### config.mk
export PLATFORM = sky130hd
export DESIGN_NAME = jtag_tap_generic
export DESIGN_NICKNAME = d
export VERILOG_FILES = /design/src/rtl/jtag_tap_generic.sv
export SDC_FILE = /design/constraint.sdc
export NUM_CORES = 1
export LEC_CHECK = 0
export ABC_AREA = 1
export BUFFER_PORTS_ARGS = -buffer_cell sky130_fd_sc_hd__buf_2
export CAP_MARGIN = 20
export CORE_MARGIN = 5
export CORE_UTILIZATION = 57
export DETAILED_ROUTE_END_ITERATION = 16
export PLACE_DENSITY = 0.87
export SYNTH_ARGS = -nofsm -noshare
export SYNTH_HDL_FRONTEND = slang
export SYNTH_SLANG_ARGS = --single-unit
### constraint.sdc
create_clock -name tck -period 2.15 [get_ports tck]
set_input_delay 0.43 -clock tck [delete_from_list [all_inputs] [get_ports tck]]
set_output_delay 0.43 -clock tck [all_outputs]
set_load 0.01 [all_outputs]
### src/rtl/jtag_tap_generic.sv
`default_nettype none
// +--------------------------------------------------------------------------+
// | jtag_tap_generic : IEEE 1149.1 TAP controller with IR, BYPASS and        |
// |                    optional IDCODE (enable with JTAG_TAP_IDCODE_EN).     |
// | Revision: 1.0                                                            |
// +--------------------------------------------------------------------------+
module jtag_tap_generic #(
    parameter int                 IR_BITS      = 4,
    parameter logic [IR_BITS-1:0] IR_RESET     = '1,
    parameter logic [IR_BITS-1:0] IR_IDCODE    = IR_BITS'(1),
    parameter logic [31:0]        IDCODE_VALUE = 32'h1000_0001
) (
    input  logic               tck,
    input  logic               trst_n,
    input  logic               tms,
    input  logic               pin_tdi,
    output logic               pin_tdo,
    output logic               pin_tdo_oe,
    output logic               tdi,
    input  logic               tdo,
    output logic [IR_BITS-1:0] ir,
    output logic               capture_dr,
    output logic               shift_dr,
    output logic               update_dr,
    output logic               user_sel,
    output logic               tlr
);

    typedef enum logic [3:0] {
        ST_EX2_DR = 4'h0,
        ST_EX1_DR = 4'h1,
        ST_SH_DR  = 4'h2,
        ST_PAU_DR = 4'h3,
        ST_SEL_IR = 4'h4,
        ST_UPD_DR = 4'h5,
        ST_CAP_DR = 4'h6,
        ST_SEL_DR = 4'h7,
        ST_EX2_IR = 4'h8,
        ST_EX1_IR = 4'h9,
        ST_SH_IR  = 4'hA,
        ST_PAU_IR = 4'hB,
        ST_RTI    = 4'hC,
        ST_UPD_IR = 4'hD,
        ST_CAP_IR = 4'hE,
        ST_TLR    = 4'hF
    } tap_state_t;

    localparam logic [IR_BITS-1:0] c_bypass     = '1;
    localparam logic [IR_BITS-1:0] c_ir_capture = IR_BITS'(1);
`ifdef JTAG_TAP_IDCODE_EN
    localparam logic [IR_BITS-1:0] c_ir_rst     = IR_IDCODE;
`else
    localparam logic [IR_BITS-1:0] c_ir_rst     = IR_RESET;
`endif

    tap_state_t         r_state;
    tap_state_t         w_next;
    logic [IR_BITS-1:0] r_ir_shift;
    logic [IR_BITS-1:0] r_ir;
    logic               r_bypass;
    logic               w_sel_bypass;
    logic               w_unused_cfg;

    // Keeps every configuration parameter referenced in both build flavours.
    assign w_unused_cfg = ^{IR_RESET, IR_IDCODE, IDCODE_VALUE};
    assign w_sel_bypass = (r_ir == c_bypass);

    always_ff @(posedge tck or negedge trst_n) begin
        if (!trst_n) begin
            r_state <= ST_TLR;
        end else begin
            r_state <= w_next;
        end
    end

    always_comb begin
        w_next = r_state;
        case (r_state)
            ST_TLR:    w_next = tms ? ST_TLR    : ST_RTI;
            ST_RTI:    w_next = tms ? ST_SEL_DR : ST_RTI;
            ST_SEL_DR: w_next = tms ? ST_SEL_IR : ST_CAP_DR;
            ST_SEL_IR: w_next = tms ? ST_TLR    : ST_CAP_IR;
            ST_CAP_DR: w_next = tms ? ST_EX1_DR : ST_SH_DR;
            ST_SH_DR:  w_next = tms ? ST_EX1_DR : ST_SH_DR;
            ST_EX1_DR: w_next = tms ? ST_UPD_DR : ST_PAU_DR;
            ST_PAU_DR: w_next = tms ? ST_EX2_DR : ST_PAU_DR;
            ST_EX2_DR: w_next = tms ? ST_UPD_DR : ST_SH_DR;
            ST_UPD_DR: w_next = tms ? ST_SEL_DR : ST_RTI;
            ST_CAP_IR: w_next = tms ? ST_EX1_IR : ST_SH_IR;
            ST_SH_IR:  w_next = tms ? ST_EX1_IR : ST_SH_IR;
            ST_EX1_IR: w_next = tms ? ST_UPD_IR : ST_PAU_IR;
            ST_PAU_IR: w_next = tms ? ST_EX2_IR : ST_PAU_IR;
            ST_EX2_IR: w_next = tms ? ST_UPD_IR : ST_SH_IR;
            ST_UPD_IR: w_next = tms ? ST_SEL_DR : ST_RTI;
            default:   w_next = ST_TLR;
        endcase
    end

    always_ff @(posedge tck or negedge trst_n) begin
        if (!trst_n) begin
            r_ir_shift <= '0;
        end else if (r_state == ST_CAP_IR) begin
            r_ir_shift <= c_ir_capture;
        end else if (r_state == ST_SH_IR) begin
            r_ir_shift <= {pin_tdi, r_ir_shift[IR_BITS-1:1]};
        end
    end

    // Loading on the edge that enters UPD_IR/TLR makes the new ir visible
    // for the whole cycle spent in that state.
    always_ff @(posedge tck or negedge trst_n) begin
        if (!trst_n) begin
            r_ir <= c_ir_rst;
        end else if (w_next == ST_TLR) begin
            r_ir <= c_ir_rst;
        end else if (w_next == ST_UPD_IR) begin
            r_ir <= r_ir_shift;
        end
    end

    always_ff @(posedge tck or negedge trst_n) begin
        if (!trst_n) begin
            r_bypass <= 1'b0;
        end else if (r_state == ST_CAP_DR) begin
            r_bypass <= 1'b0;
        end else if (r_state == ST_SH_DR) begin
            r_bypass <= pin_tdi;
        end
    end

`ifdef JTAG_TAP_IDCODE_EN
    logic [31:0] r_idcode;
    logic        w_sel_idcode;

    assign w_sel_idcode = (r_ir == IR_IDCODE);

    always_ff @(posedge tck or negedge trst_n) begin
        if (!trst_n) begin
            r_idcode <= IDCODE_VALUE;
        end else if (r_state == ST_CAP_DR) begin
            r_idcode <= IDCODE_VALUE;
        end else if (r_state == ST_SH_DR) begin
            r_idcode <= {pin_tdi, r_idcode[31:1]};
        end
    end
`endif

    always_comb begin
        pin_tdo    = 1'b0;
        pin_tdo_oe = 1'b0;
        capture_dr = (r_state == ST_CAP_DR);
        shift_dr   = (r_state == ST_SH_DR);
        update_dr  = (r_state == ST_UPD_DR);
        tlr        = (r_state == ST_TLR);
        tdi        = pin_tdi;
        ir         = r_ir;
`ifdef JTAG_TAP_IDCODE_EN
        user_sel   = !w_sel_bypass && !w_sel_idcode;
`else
        user_sel   = !w_sel_bypass;
`endif
        if (r_state == ST_SH_IR) begin
            pin_tdo    = r_ir_shift[0];
            pin_tdo_oe = 1'b1;
        end else if (r_state == ST_SH_DR) begin
            pin_tdo_oe = 1'b1;
            if (w_sel_bypass) begin
                pin_tdo = r_bypass;
`ifdef JTAG_TAP_IDCODE_EN
            end else if (w_sel_idcode) begin
                pin_tdo = r_idcode[0];
`endif
            end else begin
                pin_tdo = tdo;
            end
        end
    end

endmodule
`default_nettype wire

Yosys cells after proc, flatten, opt, wreduce, memory -nomap -nowiden

Index checks and enable logic that the tools add are counted.

Multiplexer cells: 24
Reduce and logical (&&, ||, !) cells: 8
Eq/ne operators: 18

Operators with widths:

| cell                                                            | count |
|---|---|
| 4-bit one-hot mux with 12 select lines                          | 1 |
| 4-bit == test, second input constant                            | 11 |
| 4-bit two-way mux                                               | 5 |
| 4-bit by 3-bit == test with 1-bit output, second input constant | 4 |
| 2-bit two-way mux                                               | 6 |
| 3-bit two-way mux                                               | 4 |
| 4-bit by 2-bit == test with 1-bit output, second input constant | 2 |
| 1-bit two-way mux                                               | 8 |
| 2-bit nonzero test                                              | 3 |
| 4-bit by 1-bit == test with 1-bit output, second input constant | 1 |
| 4-bit zero test                                                 | 1 |
| 2-bit OR reduction                                              | 2 |
| 3-bit OR reduction                                              | 1 |
| 1-bit zero test                                                 | 1 |

Output and inout bits: 12
Flip-flop bits (word level): 13
Bits of input ports: 5

Longest topological paths before layout

Gate-level depths: netlist of the first run.

Word-level depth: 6
Depth in mapped cells: 12

Worst setup path after synthesis of the first run

OpenSTA, ideal clock, no wires.

Path type: register to output
From: reg r_state[1]
To: out pin_tdo
Required time: 1.720 ns
Stages on the path, launching flop included: 6
Setup slack: 0.518 ns
Data arrival time: 1.202 ns
Cell sequence: dfstp_2 buf_2 nand2_2 nor2_1 inv_1 o22ai_1

Word-level cells in the longest chain between the ends: 3

Ends and longest elaborated chain:

| what                                     | RTL line | RTL |
|---|---|---|
| from (decl)                              | 56       | `tap_state_t r_state;` |
| from (signal assigned)                   | 72       | `r_state <= w_next;` |
| 4-bit by 2-bit == test with 1-bit output | 165      | `end else if (r_state == ST_SH_DR) begin` |
| 1-bit two-way mux                        | 165      |  |
| 1-bit two-way mux (*)                    | 162      | `if (r_state == ST_SH_IR) begin` |
| to (decl)                                | 17       | `output logic pin_tdo,` |

Every way passes the cells marked *; elsewhere a longest branch is shown, timed or not.

Worst setup path after layout of the first run

From: reg r_state[3]
To: out pin_tdo

The elaborated chain is that of the path after synthesis.

==> impl_metrics.yaml, run 1 <==
global_route:
  grt_pass1_vias: 809
  overflow: 0
  grt_antenna_before_repair: 0
  grt_util_all_layers_pct: 17.6
  grt_max_degree: 14
  grt_first_pass_wirelength_mm: 3.42
route:
  wl_per_cell_um: 12.6
  vias: 847
  drtPass1Iterations: 4
  via_per_inst: 5.36
  drc: 0
  antenna_left: 0
  drt-total-wl_mm: 1.99
  drt_iter0_drc: 36
clock_tree:
  cts-htree-levels: 1
  clkSinkCount: 13
  cts.reportedPaths.clkPinSlew_ns: 0.08
  numCtsBuffers: 3
  ctsRootBufferMaster: "clkbuf_4"
  clockBufferDepth: 2
  cts_tree: "yes"
  clk_latency_ns: 0.28
  postCtsHoldBufs: 0
timing:
  hold_viol: 0
  tightest_slew_ns: 0.284
  setup_viol: 0
  timing.slew.headroom_pct: 81.1
  grt_setup_unrepaired: "false"
  layout_min_cycle_time_ns: 2.02
  fmax_mhz: 495
  period_share_pct: 94.0
  slew_violations: 0
  finalSetupTns_ns: 0
  clock_skew_ns: 0.00119
synthesis:
  syn-num-nets: 129
  synthDistinctLibCells: 20
  syn_avg_cell_area_um2: 6.87
  ys_seq_elements: 13
  synthCells: 124
  synth_warnings: 0
  syn-cell-area_um2: 852
  synth.yosys.seq_area_share_pct: 39.4
finish:
  area_growth_pct: 14.2
  nets: 148
  final_cells: 158
  fin_util_pct: 67.0
  diodes: 0
  final_common_cell: "nand2_1"
  layout_common_cells: "nand2_1 (35), inv_1 (17), nor2_1 (17), buf_2 (16), nand3_1 (11)"
  drive_gt1_share_pct: 32.4
  post-route-cell-area_um2: 973
floorplan:
  die_w_um: 48.7
  placementRows: 14
  die-area_mm2: 0.00237
  initial_core_util_pct: 58.6
  core_area_mm2: 0.00145
  pin_count: 17
  die_h_um: 48.7
setup_path:
  cp-end-kind: "output pin"
  critPathLaunchType: "register"
  path_max_fanout: 6
  cp.required_ns: 1.72
  worst-r2r-setup-slack_ns: 0.52
  r2r_start: "r_state[2]"
  cp.arrival_ns: 1.59
  crit_top_cell: "inv_1"
  critPathMaxStageDelay_ns: 0.59
  crit_path_start: "r_state[3]"
  cpMaxStageDelayCell: "dfstp_2"
  path_cells: "inv_2 -> nor2_4 -> inv_1 -> nor2_2 -> inv_1 -> o22ai_1 -> buf_2"
  critical_path_class: "reg2out"
place:
  gp_congestion: 0.859
  placed_area_um2: 932
  hpwl_mm: 1.54
  place_inst: 153
  port_buffers: 16
flow_run:
  maxCapViolCount: 0
power:
  p_total_mw: 1.65
  p_per_area_mw_per_mm2: 1700
  irDropWorstVdd_mv: 1.06
  p_leak_nw: 0.550
run_status:
  outcome: "completed"
worst_hold_path:
  hp-class: "in2async"
## registers in the layout, summed over array words and instances (netlist names)
| register | count |
|---|---|
| r_bypass | 1 |
| r_state | 4 |
| r_ir_shift | 4 |
| ir | 4 |
## synth_stat cells
cell type	number	area, um2
nand2_2	3	18.8
nor2_2	4	25.0
a2bb2oi_1	1	8.76
dfrtp_1	5	125
nand3_2	1	10.0
nand2_4	2	22.5
buf_2	1	5.00
inv_1	17	63.8
inv_2	5	18.8
nor2_4	2	22.5
nand2_1	35	131
nor2_1	18	67.6
buf_4	2	15.0
nor3_1	1	5.00
nand4_1	1	6.26
nand3_1	11	55.1
a21oi_1	1	5.00
dfstp_2	8	210
o22ai_1	5	31.3
o21ai_0	1	5.00
## kinds of logic after synthesis
kind of cell / count (synthesis) / synth area share (%)
DFF: 13 / 39.4
and+or+nand+nor: 78 / 42.7
AOI/OAI and AO/OA: 8 / 5.87
buffers and inverters: 25 / 12.0
## through the flow
stage / hold slack (ns) / setup WS (ns)
6_report: 0.0189 / 0.129
5_1_grt: 0.0332 / 0.0189
4_1_cts: 0.0290 / 0.0686
3_5_place_dp: 0.333 / 0.385
3_3_place_gp: 0.328 / 0.433
2_1_floorplan: 0.134 / 0.518
## timing repair
| item | 4_1_cts | 5_1_grt |
|---|---|---|
| endpoints found under the setup margin | 0 | 1 |
| setup buffers | 0 | 1 |
| gates resized for setup | 0 | 2 |
## area by class of cell
| cell class | count | area [um2] |
|---|---|---|
| sequential | 13 | 335 |
| multi-input combinational | 86 | 422 |
| fill | 126 | 480 |
| timing repair buffer | 17 | 87.6 |
| tap | 16 | 20.0 |
| clock buffer | 4 | 26.3 |
| inverter | 22 | 82.6 |
## critical path, delay by kind of cell (launching register included)
| kind | cells | cell delay [ns] |
|---|---|---|
| AO/OA/AOI/OAI | 1 | 0.14 |
| buffers and inverters | 4 | 0.39 |
| flip-flops | 1 | 0.59 |
| AND/OR/NAND/NOR | 2 | 0.20 |
## power breakdown
part           internal (mW)  switching (mW)  leakage [nW]
logic                  0.334           0.618         0.387
clock network         0.0720          0.0830        0.0150
registers              0.426           0.119         0.148
total                  0.832           0.820         0.550
## path summary, 6_finish.rpt
check,endpoint,depth (start not counted)
worst min register to register,ir[2],2
worst min-delay path,r_ir_shift[0],1
worst max-delay path,pin_tdo,7
worst max register to register,ir[1],10
min in group tck,r_bypass,3
max in group asynchronous,ir[2],1
## per-layer routing
layer	vias to the layer above	global-route usage [%]	routed length [um]
met5	-	0	0
met4	0	8.97	47
met3	7	2.45	94
met2	31	31.7	1050
met1	390	19.8	801
li1	419	-	-
(Power assumes the default switching activity.)
==> run 2, diff against run 1 <==
--- a/config.mk
+++ b/config.mk
@@ -9,9 +9,9 @@
 export BUFFER_PORTS_ARGS = -buffer_cell sky130_fd_sc_hd__buf_2
 export CAP_MARGIN = 20
 export CORE_MARGIN = 5
-export CORE_UTILIZATION = 57
+export CORE_UTILIZATION = 45
 export DETAILED_ROUTE_END_ITERATION = 16
-export PLACE_DENSITY = 0.87
+export PLACE_DENSITY = 0.72
 export SYNTH_ARGS = -nofsm -noshare
 export SYNTH_HDL_FRONTEND = slang
 export SYNTH_SLANG_ARGS = --single-unit
==> constraint.sdc (replaced) <==
create_clock -name tck -period 2 [get_ports tck]
set_input_delay 0.4 -clock tck [delete_from_list [all_inputs] [get_ports tck]]
set_output_delay 0.4 -clock tck [all_outputs]
set_load 0.01 [all_outputs]
==> impl_metrics.yaml, run 2 (same netlist as run 1, synthesis figures left out) <==
power:
  p_total_mw: 1.77
  p_per_area_mw_per_mm2: 1790
  p_leak_nw: 0.555
  irDropWorstVdd_mv: 0.856
finish:
  diodes: 0
  layout_common_cells: "nand2_1 (35), inv_1 (17), nor2_1 (17), buf_2 (16), nand3_1 (11)"
  multiInputGateArea_um2: 422
  area_growth_pct: 16.4
  final_common_cell: "nand2_1"
  seq_area_um2: 335
  nets: 149
  final_cells: 168
  drive_gt1_share_pct: 32.9
  nFillCells: 181
timing:
  slew_violations: 0
  layout_min_cycle_time_ns: 1.93
  setup_viol: 0
  timing.slew.headroom_pct: 78.8
  hold_viol: 0
  tightest_slew_ns: 0.318
  period_share_pct: 96.5
  fmax_mhz: 518
  clock_skew_ns: 0.00121
floorplan:
  core_area_mm2: 0.00176
  initial_core_util_pct: 48.3
  placementRows: 15
  die_h_um: 53.5
  die-area_mm2: 0.00286
  die_w_um: 53.5
  pin_count: 17
setup_path:
  cp.required_ns: 1.60
  critPathLaunchType: "register"
  path_max_fanout: 5
  cp.arrival_ns: 1.53
  critPathMaxStageDelay_ns: 0.55
  crit_top_cell: "inv_1"
  worst-r2r-setup-slack_ns: 0.38
  reg2regPathDepth: 9
  cp-end-kind: "output pin"
  r2r_start: "r_state[2]"
  regToRegEndpoint: "ir[3]"
  critical_path_class: "reg2out"
  path_cells: "inv_2 -> nor2_4 -> inv_1 -> nor2_2 -> inv_1 -> o22ai_1 -> buf_2"
  cpMaxStageDelayCell: "dfstp_2"
place:
  hpwl_mm: 1.43
  gp_congestion: 0.912
  port_buffers: 16
  place_inst: 162
clock_tree:
  numCtsBuffers: 3
  clkSinkCount: 13
  cts.reportedPaths.clkPinSlew_ns: 0.08
  cts_tree: "yes"
  clk_latency_ns: 0.27
  postCtsHoldBufs: 0
  cts-htree-levels: 1
  ctsRootBufferMaster: "clkbuf_4"
  clockBufferDepth: 2
route:
  via_per_inst: 4.70
  drt_iter0_drc: 21
  drt-total-wl_mm: 1.87
  vias: 789
  drc: 0
  wl_per_cell_um: 11.1
  drtPass1Iterations: 4
  antenna_left: 0
global_route:
  grt_pass1_vias: 720
  overflow: 0
  grt_util_all_layers_pct: 14.7
  grt_max_degree: 14
  grt_antenna_before_repair: 0
  grt_first_pass_wirelength_mm: 3.04
worst_hold_path:
  hp-class: "in2async"
run_status:
  outcome: "completed"
flow_run:
  maxCapViolCount: 0
run 2: changes by cell type in the layout (fill, tap and decap cells not counted), sizes merged:
cell and change:
buf +1
run 2: worst max-delay path by stage:
stage	endpoint	startpoint	cells after the start	slack, ns
final	pin_tdo	r_state[3]	7	0.07
after global routing	pin_tdo	r_state[3]	7	-0.01
after CTS	pin_tdo	r_state[3]	7	0.03
after detailed placement	pin_tdo	r_state[3]	7	0.27
after global placement	pin_tdo	r_state[3]	7	0.31
after floorplan	pin_tdo	r_state[1]	5	0.40
run 2: layer usage:
metal | vias to the layer above | track usage [%] | share of wire (%)
met5 | - | 0 | 0
met4 | 0 | 4.26 | 1.3
met3 | 6 | 6.20 | 6.6
met2 | 19 | 21.8 | 46
met1 | 347 | 19.1 | 46
li1 | 417 | - | -
run 2: final cells by class:
class                      count  share of cell area (%)
clock buffer                   4                    2.65
tap                           25                    3.15
inverter                      22                    8.32
multi-input combinational     86                    42.5
timing repair buffer          18                    9.58
sequential                    13                    33.8
run 2: power breakdown:
part / total [mW] / leakage, nW / switching, mW / internal (mW)
logic: 1.03 / 0.392 / 0.660 / 0.373
registers: 0.573 / 0.148 / 0.116 / 0.457
clock network: 0.166 / 0.0150 / 0.0886 / 0.0773
run 2: critical path, delay by kind of cell, from the launching register on:
kind	cells	cell delay (ns)
flops	1	0.55
buf+inv	4	0.37
simple gates	2	0.20
compound gates	1	0.14
run 2: metrics by stage:
stage	area, um2	setup TNS, ns	setup slack (ns)	utilization [%]	hold WS [ns]
floorplan	852	0	0.398	-	0.104
global placement	943	0	0.314	53.5	0.300
detailed placement	943	0	0.267	53.5	0.308
CTS	977	0	0.0294	55.4	0.00600
global route	992	-0.0112	-0.0112	56.2	0.00281
finish	992	0	0.0707	56.2	0.00707
run 2: timing repair:
item,in CTS,in global routing
endpoints found under the setup margin,1,1
gates resized for setup,0,2
setup buffers,1,1
==> run 3, diff against run 2 <==
--- a/config.mk
+++ b/config.mk
@@ -10,6 +10,7 @@
 export CAP_MARGIN = 20
 export CORE_MARGIN = 5
 export CORE_UTILIZATION = 45
+export CTS_BUF_LIST = sky130_fd_sc_hd__clkbuf_16
 export DETAILED_ROUTE_END_ITERATION = 16
 export PLACE_DENSITY = 0.72
 export SYNTH_ARGS = -nofsm -noshare
==> impl_metrics.yaml, run 3 (same netlist as run 1, synthesis figures left out) <==
run_status:
  outcome: "completed"
finish:
  diodes: 0
  layout_common_cells: "nand2_1 (35), inv_1 (18), nor2_1 (17), buf_2 (16), nand3_1 (11)"
  seq_area_um2: 335
  fin_util_pct: 58.5
  area_growth_pct: 21.1
  nFillCells: 176
  drive_gt1_share_pct: 32.4
  final_cells: 167
  nets: 148
  final_common_cell: "nand2_1"
  multiInputGateArea_um2: 417
floorplan:
  pin_count: 17
  die-area_mm2: 0.00286
  initial_core_util_pct: 48.3
  placementRows: 15
  die_w_um: 53.5
  core_area_mm2: 0.00176
  die_h_um: 53.5
power:
  switching_share_pct: 44.7
  comb_power_share_pct: 51.3
  clkPwrFrac_pct: 19.2
  p_int_mw: 1.08
  p_per_area_mw_per_mm2: 1890
  seqPwrFrac_pct: 29.4
  switchingPower_uw: 871
  p_leak_nw: 0.577
  irDropWorstVdd_mv: 0.870
setup_path:
  cpLargestDelayFamily: "flip-flops"
  path_cells: "inv_2 -> nor2_2 -> inv_1 -> nor2_2 -> inv_1 -> o22ai_1 -> buf_2"
  cp.arrival_ns: 1.49
  cp-end-kind: "output pin"
  cpMaxStageDelayCell: "dfstp_2"
  path_max_fanout: 5
  critPathLaunchType: "register"
  critPathMaxStageDelay_ns: 0.54
  critical_path_class: "reg2out"
  worst-path-buf-inv: 4
  cp.required_ns: 1.60
route:
  via_per_inst: 4.73
  vias: 790
  antenna_left: 0
  drt-total-wl_mm: 1.84
  drt_iter0_drc: 21
  drc: 0
  wl_per_cell_um: 11.0
  drtPass1Iterations: 4
global_route:
  grt_antenna_before_repair: 0
  grt_first_pass_wirelength_mm: 3.08
  grt-busiest-layer: "met2"
  grt_util_all_layers_pct: 15.2
  met2_usage_pct: 21.6
  grt_util_met3_pct: 7.04
  grt_pass1_vias: 715
  grt_util_met1_pct: 19.3
  grt_max_degree: 14
  overflow: 0
flow_run:
  maxCapViolCount: 0
clock_tree:
  ctsRootBufferMaster: "clkbuf_16"
  postCtsHoldBufs: 0
  cts.reportedPaths.clkPinSlew_ns: 0.04
  clk_latency_ns: 0.24
  cts-htree-levels: 1
  numCtsBuffers: 3
  clockBufferDepth: 2
  clkSinkCount: 13
  cts_tree: "yes"
timing:
  clock_skew_ns: 0.00321
  timing.slew.headroom_pct: 79.3
  whs_ns: 0.0486
  fmax_mhz: 529
  setup_viol: 0
  grt_setup_unrepaired: "false"
  slew_violations: 0
  period_share_pct: 94.6
  fin_ws_ns: 0.108
  layout_min_cycle_time_ns: 1.89
  tightest_slew_ns: 0.310
  finalSetupTns_ns: 0
  hold_viol: 0
place:
  place_inst: 162
  hpwl_mm: 1.43
  gp_congestion: 0.912
  port_buffers: 16
  pre_cts_slack_ns: 0.267
worst_hold_path:
  hp-class: "in2async"
==> run 3: cell types whose count changed in the layout (fill, tap and decap cells not counted) <==
cell       change
nor2_4         -1
clkbuf_4       -3
inv_1          +1
clkbuf_16      +3
buf_4          -1
clkbuf_1       -1
nor2_2         +1
==> run 3: final cells by class <==
cell class                 count  area share, %
sequential                    13           32.5
clock inverter                 1          0.364
multi-input combinational     86           40.4
clock buffer                   3           7.27
inverter                      22           8.00
timing repair buffer          17           8.48
tap                           25           3.03
==> run 3: stage by stage <==
step,power (mW),cell area [um2]
after detailed placement,1.56,943
after global placement,1.54,943
after global routing,2.14,1030
after CTS,1.96,1030
after floorplan,1.34,852
final,1.95,1030
==> run 3: path summary, 6_finish.rpt <==
check,startpoint,end,slack [ns],depth (start not counted)
max in group asynchronous,trst_n,ir[3],1.67,1
max,r_state[3],pin_tdo,0.11,7
min in group tck,pin_tdi,r_bypass,0.44,3
min reg2reg,ir[0],ir[0],0.47,2
min,trst_n,r_ir_shift[0],0.05,1
max reg2reg,r_state[2],ir[3],0.42,9
==> run 3: per-layer routing <==
layer,part of all wire [%],vias to the layer above
met5,0,-
met4,2.7,0
met3,8.1,9
met2,43,28
met1,46,341
li1,-,412
==> run 3: repair_timing <==
item,CTS,global route
resized for setup,0,1
buffers inserted,1,0
endpoints found under the setup margin,1,1
==> run 3: power by group through the flow <==
| stage | registers, mW | logic (mW) | clock network (mW) |
|---|---|---|---|
| after floorplan | 0.547 | 0.792 | 0 |
| after global placement | 0.581 | 0.963 | 0 |
| after detailed placement | 0.587 | 0.970 | 0 |
| after CTS | 0.570 | 1.00 | 0.385 |
| after global routing | 0.595 | 1.14 | 0.399 |
| final | 0.574 | 1.00 | 0.375 |
